$ cat src/rtl/clint_timer_if.sv
// Core data-bus connection for the CLINT timer block.
// The core drives the request side; the slave returns a one-cycle ready pulse with read data.
interface clint_timer_if;
    logic [31:0] bus_addr;
    logic [31:0] bus_wdata;
    logic        bus_write;
    logic        bus_valid;
    logic [31:0] bus_rdata;
    logic        bus_ready;

    modport master (
        output bus_addr,
        output bus_wdata,
        output bus_write,
        output bus_valid,
        input  bus_rdata,
        input  bus_ready
    );

    modport slave (
        input  bus_addr,
        input  bus_wdata,
        input  bus_write,
        input  bus_valid,
        output bus_rdata,
        output bus_ready
    );
endinterface

$ cat src/rtl/clint_timer.sv
// CLINT-style machine timer and software interrupt unit on the core data bus.
// Holds mtime/mtimecmp/msip and drives the registered mtip and msip interrupt lines.
module clint_timer #(
    parameter logic [31:0] BASE_ADDR = 32'h0200_0000,
    parameter int unsigned TICK_DIV  = 1
) (
    input  logic         clk,
    input  logic         rst_n,
    clint_timer_if.slave bus,
    output logic         mtip,
    output logic         msip
);
    localparam int unsigned    PresW   = (TICK_DIV > 1) ? $clog2(TICK_DIV) : 1;
    localparam logic [PresW-1:0] PresMax = PresW'(TICK_DIV - 1);

    localparam logic [13:0] WordMsip     = 14'h0000;
    localparam logic [13:0] WordMtcmpLo  = 14'h1000;
    localparam logic [13:0] WordMtcmpHi  = 14'h1001;
    localparam logic [13:0] WordMtimeLo  = 14'h2FFE;
    localparam logic [13:0] WordMtimeHi  = 14'h2FFF;

    typedef enum logic {StIdle, StResp} state_e;

    state_e           state_q, state_d;
    logic [63:0]      mtime_q, mtime_d;
    logic [63:0]      mtimecmp_q, mtimecmp_d;
    logic [PresW-1:0] pres_q, pres_d;
    logic             msip_q, msip_d;
    logic             mtip_q, mtip_d;
    logic             ready_q, ready_d;
    logic [31:0]      rdata_q, rdata_d;

    logic        sel, req, tick;
    logic [13:0] word;
    logic        unused_addr;

    assign unused_addr = ^bus.bus_addr[1:0];
    assign word        = bus.bus_addr[15:2];
    assign sel         = bus.bus_addr[31:16] == BASE_ADDR[31:16];
    assign req         = (state_q == StIdle) && bus.bus_valid && sel;
    assign tick        = pres_q == PresMax;

    always_comb begin
        pres_d     = tick ? '0 : pres_q + PresW'(1);
        mtime_d    = mtime_q + {63'b0, tick};
        mtimecmp_d = mtimecmp_q;
        msip_d     = msip_q;
        rdata_d    = '0;

        // A write to either mtime half replaces this cycle's increment entirely.
        if (req && bus.bus_write) begin
            case (word)
                WordMsip:    msip_d           = bus.bus_wdata[0];
                WordMtcmpLo: mtimecmp_d[31:0]  = bus.bus_wdata;
                WordMtcmpHi: mtimecmp_d[63:32] = bus.bus_wdata;
                WordMtimeLo: mtime_d          = {mtime_q[63:32], bus.bus_wdata};
                WordMtimeHi: mtime_d          = {bus.bus_wdata, mtime_q[31:0]};
                default:     ;
            endcase
        end

        if (req && !bus.bus_write) begin
            case (word)
                WordMsip:    rdata_d = {31'b0, msip_q};
                WordMtcmpLo: rdata_d = mtimecmp_q[31:0];
                WordMtcmpHi: rdata_d = mtimecmp_q[63:32];
                WordMtimeLo: rdata_d = mtime_q[31:0];
                WordMtimeHi: rdata_d = mtime_q[63:32];
                default:     rdata_d = '0;
            endcase
        end

        // RESP always falls back to IDLE; req can only be set in IDLE.
        state_d = req ? StResp : StIdle;
        ready_d = req;
        mtip_d  = mtime_d >= mtimecmp_d;
    end

    always_ff @(posedge clk) begin
        if (!rst_n) begin
            state_q    <= StIdle;
            mtime_q    <= '0;
            mtimecmp_q <= '1;
            pres_q     <= '0;
            msip_q     <= 1'b0;
            mtip_q     <= 1'b0;
            ready_q    <= 1'b0;
            rdata_q    <= '0;
        end else begin
            state_q    <= state_d;
            mtime_q    <= mtime_d;
            mtimecmp_q <= mtimecmp_d;
            pres_q     <= pres_d;
            msip_q     <= msip_d;
            mtip_q     <= mtip_d;
            ready_q    <= ready_d;
            rdata_q    <= rdata_d;
        end
    end

    assign bus.bus_ready = ready_q;
    assign bus.bus_rdata = rdata_q;
    assign mtip          = mtip_q;
    assign msip          = msip_q;
endmodule

$ cat src/flat_wrapper.sv
// flat-port wrapper written by rule: the top's interface ports become plain ports
module clint_timer_flat 
#(
    parameter logic [31:0] BASE_ADDR = 32'h0200_0000,
    parameter int unsigned TICK_DIV  = 1
)
  (clk, rst_n, mtip, msip, bus_bus_addr, bus_bus_wdata, bus_bus_write, bus_bus_valid, bus_bus_rdata, bus_bus_ready);
  clint_timer_if bus_i ();
  input  logic clk;
  input  logic rst_n;
  output logic mtip;
  output logic msip;
  input wire logic [$bits(bus_i.bus_addr)-1:0] bus_bus_addr;
  input wire logic [$bits(bus_i.bus_wdata)-1:0] bus_bus_wdata;
  input wire logic [$bits(bus_i.bus_write)-1:0] bus_bus_write;
  input wire logic [$bits(bus_i.bus_valid)-1:0] bus_bus_valid;
  output wire logic [$bits(bus_i.bus_rdata)-1:0] bus_bus_rdata;
  output wire logic [$bits(bus_i.bus_ready)-1:0] bus_bus_ready;
  assign bus_i.bus_addr = bus_bus_addr;
  assign bus_i.bus_wdata = bus_bus_wdata;
  assign bus_i.bus_write = bus_bus_write;
  assign bus_i.bus_valid = bus_bus_valid;
  assign bus_bus_rdata = bus_i.bus_rdata;
  assign bus_bus_ready = bus_i.bus_ready;
  clint_timer #(.BASE_ADDR(BASE_ADDR), .TICK_DIV(TICK_DIV)) u_core (.clk(clk), .rst_n(rst_n), .bus(bus_i), .mtip(mtip), .msip(msip));
endmodule
$ cat config.mk
export PLATFORM = sky130hd
export DESIGN_NAME = clint_timer_flat
export DESIGN_NICKNAME = d
export VERILOG_FILES = /design/src/rtl/clint_timer_if.sv /design/src/rtl/clint_timer.sv /design/src/flat_wrapper.sv
export SDC_FILE = /design/constraint.sdc
export NUM_CORES = 1
export LEC_CHECK = 0
export ABC_CLOCK_PERIOD_IN_PS = 5750
export CORE_MARGIN = 2
export CORE_UTILIZATION = 58
export DETAILED_ROUTE_END_ITERATION = 6
export GPL_TIMING_DRIVEN = 0
export PLACE_DENSITY = 0.86
export SLEW_MARGIN = 30
export SYNTH_ARGS = -nofsm -noshare
export SYNTH_HDL_FRONTEND = slang
export SYNTH_SLANG_ARGS = --single-unit
$ cat constraint.sdc
create_clock -name clk -period 5.75 [get_ports clk]
set_clock_uncertainty 0.1 [all_clocks]
set_input_delay 0.8625 -clock clk [delete_from_list [all_inputs] [get_ports clk]]
set_output_delay 0.8625 -clock clk [all_outputs]
set_load 0.005 [all_outputs]
# After elaboration in Yosys (flattened, before gate mapping)
# Cells that the tools add are included.
# totals
register_bits	165
output_inout_bits	35
elab_cells	34
# op_classes
n_addsub	2
order_cmp	1
eq_ne	5
muxes	7
bitwise	2
n_reduce_logical	9
# ops
op	n
one-hot mux 32 bit (5 select lines)	1
2-to-1 mux 64 bit	2
one-hot mux 64 bit (2 select lines)	1
adder 64 x 1 -> 64 bit	1
>= comparator 64 bit	1
2-to-1 mux 32 bit	2
equality test 14 x 13 -> 1 bit, second input constant	2
equality test 14 bit, second input constant	2
equality test 16 x 10 -> 1 bit, second input constant	1
logical NOT 14 bit	1
AND reduction 2 bit	3
logical AND 1 bit	4
NOT 1 bit	2
adder 1 bit, second input constant	1
logical NOT 1 bit	1
2-to-1 mux 1 bit	1

# Longest topological paths before layout
# logic_depth
ltp_word	6
ltp_mapped	18

# Worst setup path before layout
# Ideal clock, no wire load.
# synth_timing
kind	in2reg
from	input port bus_bus_addr[6]
to	register u_core.mtip_q, in the netlist u_core.mtip
arrival_time_ns	4.291
required_time_ns	5.549
setup_slack_ns	1.258
path_stages	17
path_cell_list	nand4_1 > nor4_4 > and4_1 > buf_2 > nand2_4 > clkbuf_8 > buf_1 > o22ai_1 > nor2_1 > ha_1 > nand4_1 > or3_1 > and3b_1 > o311a_1 > a2111oi_0 > o31a_1 > o41ai_1
# synth_between
elab_chain_cells	4
word_cells_on_any_way	10
classes_between	1 x order compare; 4 x eq/ne; 5 x mux
# synth_lines
element	line_no	rtl
from (decl)	flat_wrapper.sv:13	input wire logic [$bits(bus_i.bus_addr)-1:0] bus_bus_addr;
equality test 14 bit	clint_timer.sv:52	case (word)
one-hot mux 64 bit (2 select lines) (*)	clint_timer.sv:52	
2-to-1 mux 64 bit (*)	clint_timer.sv:51	if (req && bus.bus_write) begin
named net u_core.mtime_d[45]	clint_timer.sv:25	logic [63:0] mtime_q, mtime_d;
>= comparator 64 bit (*)	clint_timer.sv:76	mtip_d = mtime_d >= mtimecmp_d;
to (signal assigned)	clint_timer.sv:95	mtip_q <= mtip_d;
to (decl)	clint_timer.sv:29	logic mtip_q, mtip_d;
# The timed path passes the listed nets; every way through them passes the cells marked *.
# A chain may end at the register's enable or synchronous reset.

# Final worst setup path
# layout_timing
from	input port bus_bus_addr[14]
to	register u_core.mtip_q, in the netlist u_core.mtip
# The elaborated chain is that of the path after synthesis.

==> impl_metrics.csv <==
group,metric,value,unit
route,vias,10100,
global_route,grt_pass1_wl,54100,um
die,initial_core_util,58.8,%
timing,max_freq,0.177,GHz
route,drt-total-wl,36000,um
route,avgRoutedWirePerCell,24.4,um
yosys,synth_seq_cells,164,
die,die_h,133,um
yosys,syn-num-nets,1256,
timing,max_slew_margin,30.3,%
timing,fin_ws,0.105,ns
placement,dp_slack,-0.824,ns
yosys,synth_commonest_cells,"dfxtp_1 (164), nand2_1 (139), nor2_1 (109)",
route,drc,18,
route,highest-signal-layer,"met4",
timing,rsz0062_at_grt,"false",
yosys,netlist_instances,1122,
cts,clk_pin_slew_worst_paths,0.06,ns
setup_path,max_stage_delay,0.51,ns
timing,fin_crit_sh,98.2,%
route,firstDrtPassIters,7,
die,core_area,16400,um^2
placement,placed_cell_area,10900,um^2
die,ioPinCount,103,
setup_path,r2r-end,"u_core.mtip",
global_route,antenna_found_initial,0,
yosys,synth_area,9640,um^2
global_route,grt_pass1_vias,9554,
route,wl_met1,13900,um
yosys,ys_seq_area_share,34.1,%
yosys,synth_largest_area_cell,"dfxtp_1",
finish,fin_nets,1378,
yosys,synth_warnings,0,
worst_hold_path,hold-path-cell-count,2,
finish,design_area,11600,um^2
timing,setup_viol_count_final,0,
yosys,synth_edf_count,0,
global_route,grt_usage,40.2,%
setup_path,required,5.97,ns
cts,htree_levels,4,
placement,place.gp.congestion,1.01,
setup_path,cp-end-kind,"register",
cts,cts_root_buf,"clkbuf_16",
finish,drive_gt1_share,9.71,%
timing,finalMaxSlewViolations,0,
yosys,synth_area_per_cell,8.59,um^2
yosys,synth_most_common_cell,"dfxtp_1",
cts,cts_tree,"done",
job,cap_violations,0,
cts,numCtsBuffers,17,
yosys,ys_async_sr_fraction,0,%
setup_path,crit_chain,"clkdlybuf4s50_1 -> nand4b_4 -> nor4_4 -> buf_4 -> nand4_4 -> nor2_4 -> buf_2 -> buf_2 -> a21oi_1 -> nand2_1 -> ha_1 -> nand4_1 -> or3_1 -> and3b_1 -> o311a_1 -> a2111oi_2 -> o31a_1 -> o41ai_1",
placement,dp.cells,1442,
route,ant_nets,0,
setup_path,r2r_slack,0.54,ns
run_status,outcome,"finished, violations left",
cts,cts.path.max_buffers,2,
timing,min_period,5.64,ns
power_and_ir_drop,power_density,210,nW/um^2
cts,cts_hold_buf,0,
finish,fin_cells,1476,
setup_path,crit_type,"input port to register",
cts,cts_num_sinks,164,
die,die_area,17700,um^2
route,met3_length,4290,um
setup_path,cpMostUsedCell,"buf_2",
timing,worstMarginPinSlew,1.05,ns
finish,antennaDiodeCount,0,
worst_hold_path,worstHoldStart,"u_core.mtimecmp_q[24]",
yosys,netlist.area_leader.share,34.1,%
setup_path,rr_worst_depth,17,
global_route,grt_overflow,0,
yosys,yosysUniqueCellTypes,78,
run_status,violations,"DRC",
finish,fill_cells,1265,
cts,insertion_delay,0.44,ns
placement,portBuffers,100,
setup_path,crit_arrival,5.86,ns
global_route,grt_max_degree,17,
setup_path,slowest_stage,"clkdlybuf4s50_1",
route,met2_length,15100,um
timing,finalHoldViolCount,0,
die,num_rows,47,
placement,hpwl,26300,um
yosys,synthTopCellsByArea,"dfxtp_1 (34%), ha_1 (8.6%), mux2i_1 (7.2%), nand2_1 (5.4%), nor2_1 (4.2%)",
power_and_ir_drop,leakagePower,4.83,nW
route,drt_iter0_markers,1710,
power_and_ir_drop,ir_drop,0.000209,V
die,die_x,133,um
setup_path,path_max_fanout,10,
finish,areaGrowthSynthToFinish,20.1,%
setup_path,r2r-start,"u_core.mtime_q[0]",
yosys,synthFlopType,"dfxtp_1",
worst_hold_path,hold_end,"u_core.bus.bus_rdata[24]",
route,drt-vias-per-instance,6.85,
worst_hold_path,hold_class,"register to register",
setup_path,startpoint_type,"input port",
[final cells by class]
class | instances | area, um^2 | share of cell area (%)
multi-input cells | 880 | 6040 | 52.2
well taps | 220 | 275 | 2.38
inverters | 16 | 60.1 | 0.519
repair buffers | 104 | 1030 | 8.91
clock buffers | 24 | 492 | 4.25
flip-flops and latches | 164 | 3280 | 28.4
clock inverters | 7 | 97.6 | 0.843
plain buffers | 61 | 295 | 2.55
[metrics by stage]
stage | utilization, % | hold slack (ns) | TNS, ns | total power [W]
5_1_grt | 70.6 | 0.427 | 0 | 0.00248
4_1_cts | 70.3 | 0.408 | 0 | 0.00242
2_1_floorplan | - | 0.367 | 0 | 0.00120
6_report | 70.6 | 0.409 | 0 | 0.00243
3_3_place_gp | 66.5 | 0.382 | -0.789 | 0.00128
3_5_place_dp | 66.6 | 0.395 | -0.824 | 0.00128
[layer usage]
| metal | vias up | track usage, % |
|---|---|---|
| met5 | - | 0 |
| met4 | 0 | 26.5 |
| met3 | 191 | 9.54 |
| met2 | 765 | 60.3 |
| met1 | 4710 | 51.7 |
| li1 | 4449 | - |
[what timing repair did]
item,in CTS,in global routing
pin swaps,1,3
resized for setup,3,10
gates cloned,0,0
setup endpoints to repair,1,1
buffers inserted,2,2
[layout by cell type, fill, tap and decap left out, types with 5 or more instances in the layout]
cell | synthesis | final
a21o_1 | 8 | 8
buf_4 | 0 | 6
a222oi_1 | 32 | 32
inv_1 | 16 | 16
clkbuf_1 | 39 | 41
o211ai_1 | 10 | 10
and2_1 | 36 | 36
a211o_1 | 6 | 6
clkbuf_16 | 0 | 17
clkdlybuf4s50_1 | 0 | 100
o21ai_0 | 33 | 33
o22ai_1 | 8 | 8
buf_2 | 15 | 12
mux2i_1 | 69 | 69
clkbuf_8 | 3 | 7
nand3_1 | 40 | 40
nor4b_1 | 6 | 5
and3_1 | 16 | 16
a31oi_1 | 10 | 10
nor4_1 | 11 | 11
o21a_1 | 5 | 5
a211oi_1 | 13 | 13
nor3_1 | 35 | 35
nor2_1 | 109 | 108
ha_1 | 66 | 66
mux2_2 | 31 | 31
or3_1 | 8 | 8
a21oi_1 | 66 | 66
dfxtp_1 | 164 | 164
nand2_1 | 139 | 138
and4_1 | 15 | 15
nand4_1 | 32 | 32
[flip-flops by register name, summed over array words and instances, names as in the netlist]
name                  flops
u_core.msip               1
u_core.pres_q             1
u_core.mtip               1
u_core.mtime_q           64
u_core.bus.bus_ready      1
u_core.mtimecmp_q        64
u_core.bus.bus_rdata     32
[worst max-delay path by stage]
stage | to | from
after floorplan | u_core.mtip | bus_bus_addr[6]
after CTS | u_core.mtip | bus_bus_write
after detailed placement | u_core.mtip | bus_bus_addr[14]
after global routing | u_core.mtip | bus_bus_addr[14]
after global placement | u_core.mtip | bus_bus_addr[14]
final | u_core.mtip | bus_bus_addr[14]
[worst max-delay path: cells and delay by family]
kind            cells  cell delay, ns
fa+ha+maj           1            0.14
compound gates      5            1.21
simple gates        8            2.14
buf+inv             4            1.48
[cells by family (layout without fill, tap and decap cells)]
family / Yosys count / after routing / share of synthesized area, %
fa+ha+maj: 66 / 66 / 8.57
flops: 164 / 164 / 34.1
simple gates: 492 / 492 / 27.0
mux: 100 / 100 / 10.8
other cells: 1 / 1 / 0.0389
compound gates: 221 / 221 / 15.9
buf+inv: 78 / 212 / 3.63
[power breakdown]
part / switching [W] / total, W / internal, W / leakage (nW)
combinational: 0.0000706 / 0.000126 / 0.0000557 / 3.22
sequential: 0.00000180 / 0.00114 / 0.00114 / 1.32
clock: 0.000482 / 0.00117 / 0.000685 / 0.283
total: 0.000555 / 0.00243 / 0.00188 / 4.83
Power figures use the tool's default switching activity.
